--- config.mk ---
export PLATFORM = sky130hd
export DESIGN_NAME = addsub_seq_nbit
export DESIGN_NICKNAME = d
export VERILOG_FILES = /design/src/rtl/addsub_pkg.sv /design/src/rtl/fa_chunk.sv /design/src/rtl/addsub_seq_nbit.sv
export SDC_FILE = /design/constraint.sdc
export NUM_CORES = 1
export LEC_CHECK = 0
export ABC_AREA = 1
export CAP_MARGIN = 0
export CORE_MARGIN = 2
export CORE_UTILIZATION = 55
export DETAILED_ROUTE_END_ITERATION = 10
export PLACE_DENSITY_LB_ADDON = 0.3
export SLEW_MARGIN = 10
export SYNTH_ARGS = -nofsm -noshare
export SYNTH_HDL_FRONTEND = slang
export SYNTH_SLANG_ARGS = --single-unit
--- constraint.sdc ---
create_clock -name clk -period 5.67 [get_ports clk]
set_input_delay 1.4175 -clock clk [delete_from_list [all_inputs] [get_ports clk]]
set_output_delay 1.4175 -clock clk [all_outputs]
set_load 0.005 [all_outputs]
--- src/rtl/addsub_pkg.sv ---
// Shared types and constants for the sequential adder/subtractor.
package addsub_pkg;

   typedef enum logic [1:0] {
      IDLE = 2'd0,
      RUN  = 2'd1,
      DONE = 2'd2
   } state_t;

   localparam logic MODE_ADD = 1'b0;
   localparam logic MODE_SUB = 1'b1;

endpackage

--- src/rtl/fa_chunk.sv ---
// W-bit ripple slice built from single-bit full adder cells.

// Single-bit full adder cell.
module fa_cell (
   input  logic a,
   input  logic b,
   input  logic cin,
   output logic sum,
   output logic cout
);
   assign sum  = a ^ b ^ cin;
   assign cout = (a & b) | (cin & (a ^ b));
endmodule

module fa_chunk #(
   parameter int unsigned W = 4
) (
   input  logic [W-1:0] a,
   input  logic [W-1:0] b,
   input  logic         cin,
   output logic [W-1:0] sum,
   output logic         cout,
   output logic         c_msb
);
   logic [W:0] c;

   assign c[0] = cin;

   // Carry ripples bit by bit through the slice.
   for (genvar i = 0; i < int'(W); i++) begin : g_bit
      fa_cell u_fa (
         .a    (a[i]),
         .b    (b[i]),
         .cin  (c[i]),
         .sum  (sum[i]),
         .cout (c[i+1])
      );
   end

   assign cout  = c[W];
   // Carry into the top bit, needed for signed-overflow detection.
   assign c_msb = c[W-1];
endmodule

--- src/rtl/addsub_seq_nbit.sv ---
// Multi-cycle N-bit adder/subtractor: W bits per clock with a registered carry.
module addsub_seq_nbit
   import addsub_pkg::*;
#(
   parameter int unsigned N = 16,
   parameter int unsigned W = 4
) (
   input  logic         clk,
   input  logic         rst,
   input  logic         start,
   input  logic         mode,
   input  logic [N-1:0] a,
   input  logic [N-1:0] b,
   output logic         busy,
   output logic         done,
   output logic [N-1:0] result,
   output logic         cout,
   output logic         ovf,
   output logic         zero
);
   localparam int unsigned SLICES = (W >= 1) ? N / W : 1;
   localparam int unsigned CW     = (SLICES > 1) ? $clog2(SLICES) : 1;

   // Reject parameter sets that cannot be split into whole slices.
   if ((W < 1) || (W > N) || ((N % W) != 0)) begin : g_bad_params
      $fatal(1, "addsub_seq_nbit: N must be a non-zero multiple of W");
   end

   state_t         state;
   logic [N-1:0]   opa;
   logic [N-1:0]   opb;
   logic [N-1:0]   acc;
   logic [N-1:0]   acc_next;
   logic           carry;
   logic [CW-1:0]  cnt;
   logic [W-1:0]   slice_sum;
   logic           slice_cout;
   logic           slice_cmsb;
   logic           last;

   fa_chunk #(.W(W)) u_slice (
      .a     (opa[W-1:0]),
      .b     (opb[W-1:0]),
      .cin   (carry),
      .sum   (slice_sum),
      .cout  (slice_cout),
      .c_msb (slice_cmsb)
   );

   // New slice enters at the top; after the last slice the accumulator is in order.
   if (N == W) begin : g_acc_single
      assign acc_next = slice_sum;
   end else begin : g_acc_shift
      assign acc_next = {slice_sum, acc[N-1:W]};
   end

   assign last = (cnt == CW'(SLICES - 1));

   // Control FSM, operand shifters and registered results.
   always_ff @(posedge clk) begin
      if (rst) begin
         state  <= IDLE;
         opa    <= '0;
         opb    <= '0;
         acc    <= '0;
         carry  <= 1'b0;
         cnt    <= '0;
         busy   <= 1'b0;
         done   <= 1'b0;
         result <= '0;
         cout   <= 1'b0;
         ovf    <= 1'b0;
         zero   <= 1'b0;
      end else begin
         case (state)
            IDLE, DONE: begin
               done <= 1'b0;
               if (start) begin
                  opa   <= a;
                  opb   <= b ^ {N{mode}};
                  carry <= (mode == MODE_SUB);
                  cnt   <= '0;
                  busy  <= 1'b1;
                  state <= RUN;
               end else begin
                  state <= IDLE;
               end
            end
            RUN: begin
               acc   <= acc_next;
               opa   <= opa >> W;
               opb   <= opb >> W;
               carry <= slice_cout;
               cnt   <= cnt + CW'(1);
               if (last) begin
                  result <= acc_next;
                  cout   <= slice_cout;
                  ovf    <= slice_cout ^ slice_cmsb;
                  zero   <= (acc_next == '0);
                  busy   <= 1'b0;
                  done   <= 1'b1;
                  state  <= DONE;
               end
            end
            default: begin
               busy  <= 1'b0;
               done  <= 1'b0;
               state <= IDLE;
            end
         endcase
      end
   end
endmodule

# --- Word level (Yosys, flattened, before mapping) ---
# Index checks and enable logic that the tools add are counted.
# Widths: inputs -> output; s select.
op_classes:
  add_sub_neg: 1
  reduce_logical: 8
  bitwise: 23
  eq_ne: 5
  mux: 14
ops:
  columns: ["op", "count"]
  rows:
  - ["$pmux 16 s2", 2]
  - ["$mux 16", 2]
  - ["$logic_not 16->1", 1]
  - ["$xor 16x16->16", 1]
  - ["$xor 1x1->1", 9]
  - ["$and 1x1->1", 8]
  - ["$pmux 2 s2", 2]
  - ["$reduce_and 2->1", 3]
  - ["$eq 2x2->1 const B", 2]
  - ["$mux 1", 4]
  - ["$mux 2", 2]
  - ["$ne 2x2->1 const B", 2]
  - ["$or 1x1->1", 4]
  - ["$pmux 1 s2", 2]
  - ["$reduce_or 2->1", 2]
  - ["$add 2x1->2 const B", 1]
  - ["$eq 2x1->1 const B", 1]
  - ["$logic_not 2->1", 1]
  - ["$reduce_bool 2->1", 1]
  - ["$not 1->1", 1]
word_totals:
  reg_bits: 74
  wordCells: 63
  inputBits: 36
  out_inout_bits: 21

# --- Longest topological paths before layout ---
logic_depth:
  depth_word: 10
  mapped_depth: 13
  mapped_depth_nobuf: 13

# --- Modules after synthesis ---
# A second synthesis with hierarchy kept.
unflattened:
  cells_unflattened: 406
  area_unflattened_um2: 3002.9
by_module_without_submodules:
  columns: ["module", "area_each_um2", "instances", "cells_per_inst", "seq_area_each_um2"]
  rows:
  - ["addsub_seq_nbit", 2922.8, 1, 402, 1401.3]
  - ["fa_cell", 20.0, 4, 1, 0.0]

# --- Worst setup path before layout ---
# OpenSTA, ideal clock, no wires.
synth_path:
  path_kind: "reg-to-reg"
  from: "reg carry"
  to: "reg zero"
  t_required_ns: 5.550
  synth_period_minus_slack_ns: 2.359
  setup_time_ns: 0.120
  stages_incl_launch_ff: 14
  t_arrival_ns: 2.239
  n_path_buf: 0
  path_slack_ns: 3.311
  cell_sequence: "dfxtp_1 inv_1 fa_1 inv_1 fa_1 fa_1 inv_1 fa_1 nand2_1 inv_1 nand2_1 nor2_1 nand3_1 a21oi_1"
synth_between:
  elab_chain_len: 8
  elab_cells_between_ends: 11
  cone_classes: "10 x bitwise; 1 x reduce/logical"
synth_lines:
  columns: ["element", "line", "text"]
  rows:
  - ["start: declaration", "addsub_seq_nbit.sv:34", "logic carry;"]
  - ["start signal: assignment", "addsub_seq_nbit.sv:81", "carry <= (mode == MODE_SUB);"]
  - ["start signal: assignment", "addsub_seq_nbit.sv:93", "carry <= slice_cout;"]
  - ["$and 1x1->1", "fa_chunk.sv:12", "assign cout = (a & b) | (cin & (a ^ b));"]
  - ["$or 1x1->1", "fa_chunk.sv:12", null]
  - ["$and 1x1->1", "fa_chunk.sv:12", null]
  - ["$or 1x1->1", "fa_chunk.sv:12", null]
  - ["$and 1x1->1", "fa_chunk.sv:12", null]
  - ["$or 1x1->1", "fa_chunk.sv:12", null]
  - ["$xor 1x1->1", "fa_chunk.sv:11", "assign sum = a ^ b ^ cin;"]
  - ["$logic_not 16->1 *", "addsub_seq_nbit.sv:99", "zero <= (acc_next == '0);"]
  - ["end signal: assignment", "addsub_seq_nbit.sv:99", null]
  - ["end: declaration", "addsub_seq_nbit.sv:19", "output logic zero"]
# Every way passes the cells marked *; elsewhere a longest branch is shown, timed or not.
# A chain may end at the register's enable or synchronous reset.

==> results.txt <==
PwrDens = 290 nW/um2
Placer Congestion = 0.797
Routed wire length = 6240 um
Final hold viol count = 0
Remaining antenna violation count = 0
Global-route wire length before repair = 10,500 um
Die Wd = 77.9 um
Synth async-reset ratio = 0%
Cell area after synthesis = 3000 um2
# Post-CTS Setup Buffers = 0
Clock-pin slew of the registers on the worst-case setup and hold paths = 0.07 ns
Worst EP required = 5.90 ns
Final nets = 485
RSZ-0062 raised after global routing = false
Period minus WS final = 3.76 ns
Top_reg_cell synth = dfxtp_1
Number of synthesized register bits = 70
Adder-cell share of the synthesized area = 3.08%
Slew @ Worst Pin = 1.13 ns
Total gr overflow = 0
DRC Markers = 0
Critical path type = in2reg
Critical Path End Type = register
Leak = 1.58 nW
CP max FO = 43
Die Ht = 77.9 um
Worst reg-to-reg path cell count = 13
Most common cell after layout, fill and taps aside = nand2_1
Initial antenna violation count = 0
Initial drt markers = 160
Most frequent cells in the layout = 123 x nand2_1, 70 x dfxtp_1, 56 x clkdlybuf4s50_1
Count of input and output buffers = 56
Largest net degree at the start of global routing = 44
# setup viols final = 0
H-tree Lvls = 3
CP arrival = 3.98 ns
Synth area leader = dfxtp_1
Number of flops mapped to enable cells by yosys = 0
Setup TNS = 0 ns
Final slew viol count = 0
Ports = 57
Critical path launch point type = input pin
CTS resizes = 0
Routed via count = 2,626
Syn Nets = 440
Core ar. = 5200 um2
Xor and xnor area share after synthesis = 3.79%
Initial core utilization = 57.7%
Wire per inst = 12.1 um
Hold Path End = cnt[0]
Num rows = 26
CP startpoint = rst
Max Cap Viol = 0
Router iterations before antenna repair = 4
Die Area = 6070 um2
Peak supply drop = 0.000192 V
Multiplexer share of the synthesized area = 0%
Fin Clk Skew = 0.00593 ns
Top post-synthesis cells by area = dfxtp_1 47%, nand2_1 15%, nor2_1 5.5%, o21ai_0 4.7%, a21oi_1 4.2%
Main combinational cell family by area after synthesis = simple AND/OR/NAND/NOR gates
Hold Path Depth = 1
Area grow syn2layout = 22.8%
Max-slew headroom = 24.8%
CTS hold repair buffers = 0
Post-synthesis average cell area = 7.53 um2
HP Start = cnt[0]
Share of the synthesized area in the top cell type = 46.6%
Yosys cell types = 24
Fmax = 0.266 GHz
Worst reg2reg path startpoint = carry
Via density = 5.08
Reg2reg setup slack = 3.12 ns
Synth Instances = 399
Tcrit/Tclk final = 66.2%
Reg2reg end = zero
Post-synthesis simple-gate area fraction = 25.9%
Root buf cell = clkbuf_8
Clk_lat worst skew = 0.34 ns
Layout cells sized above 1 = 4.47%
Sequential element share of the synthesized area = 46.6%
Clock sinks = 70
YS warnings = 0
Dpl ws = 1.57 ns
CTS tree = done
DPL Wire Length = 4110 um
Final worst setup slack = 1.91 ns
CTS Buf Count = 9
Worst hold path class = reg2reg
Status = completed
Synth Area in Compound Gates = 11.5%
Maximum root-to-sink buffer count = 2
Vias in the first global route = 2,482
Ant diodes = 0
GRT Util Overall = 21.9%
[per-stage QoR]
step | hold slack (ns) | util (%) | power (mW) | area (um2) | instances
2_1_floorplan | 0.429 | - | 0.646 | 3000 | 399
6_report | 0.458 | 70.9 | 1.07 | 3690 | 517
3_3_place_gp | 0.447 | 67.2 | 0.683 | 3500 | 503
3_5_place_dp | 0.449 | 67.2 | 0.688 | 3500 | 503
5_1_grt | 0.473 | 70.9 | 1.12 | 3690 | 517
4_1_cts | 0.461 | 70.9 | 1.08 | 3690 | 517
[state kept, by name, indices dropped and copies added (netlist names)]
signal	flops
zero	1
cnt	2
opb	16
result	16
opa	16
done	1
busy	1
carry	1
ovf	1
state	2
acc	12
cout	1
[worst max-delay path: stages]
cell             delay, ns
clkdlybuf4s50_1       1.18
inv_1                 0.83
nand2_1               0.27
inv_1                 0.13
nand2_1               0.09
nand2_1               0.04
[cell type report]
| class | count | area, um2 |
|---|---|---|
| multi-input combinational | 276 | 1330 |
| inverter | 31 | 120 |
| tap | 70 | 87.6 |
| fill | 438 | 1520 |
| clock buffer | 13 | 159 |
| clock inverter | 1 | 30.0 |
| timing repair buffer | 56 | 561 |
| sequential | 70 | 1400 |
[synth_stat cells (all sizes together), types with 4 or more instances]
cell type and number:
clkbuf 4, dfxtp 70, nand2 126, fa 4, nand3 20, buf 18
nor2 45, inv 30, a31oi 11, a21oi 25, o21ai 29, xor2 13
[cell families (layout without fill, tap and decap cells)]
| group | count (synthesis) | count (layout) |
|---|---|---|
| simple gates | 192 | 192 |
| flops | 70 | 70 |
| compound gates | 66 | 66 |
| buf+inv | 53 | 101 |
| xor+xnor | 13 | 13 |
| fa+ha+maj | 5 | 5 |
[report_power, final]
part	total, mW	internal [mW]	switching (mW)
Sequential	0.538	0.519	0.0186
Clock	0.394	0.223	0.171
Combinational	0.139	0.0604	0.0787
Total	1.07	0.803	0.269
[metal layers]
layer	GRT usage [%]	wire length, um	up-vias
met5	0	0	-
met4	10.0	85	0
met3	6.40	290	5
met2	37.5	3110	62
met1	25.3	2750	1211
li1	-	-	1348
[how the worst max path moves through the flow]
stage,slack [ns],endpoint,cells after the start
final,1.91,result[9],6
after global routing,1.63,result[14],6
after CTS,1.94,result[10],6
after detailed placement,1.57,result[10],6
after global placement,1.60,result[13],6
after floorplan,3.31,zero,13
Power figures use the tool's default switching activity.
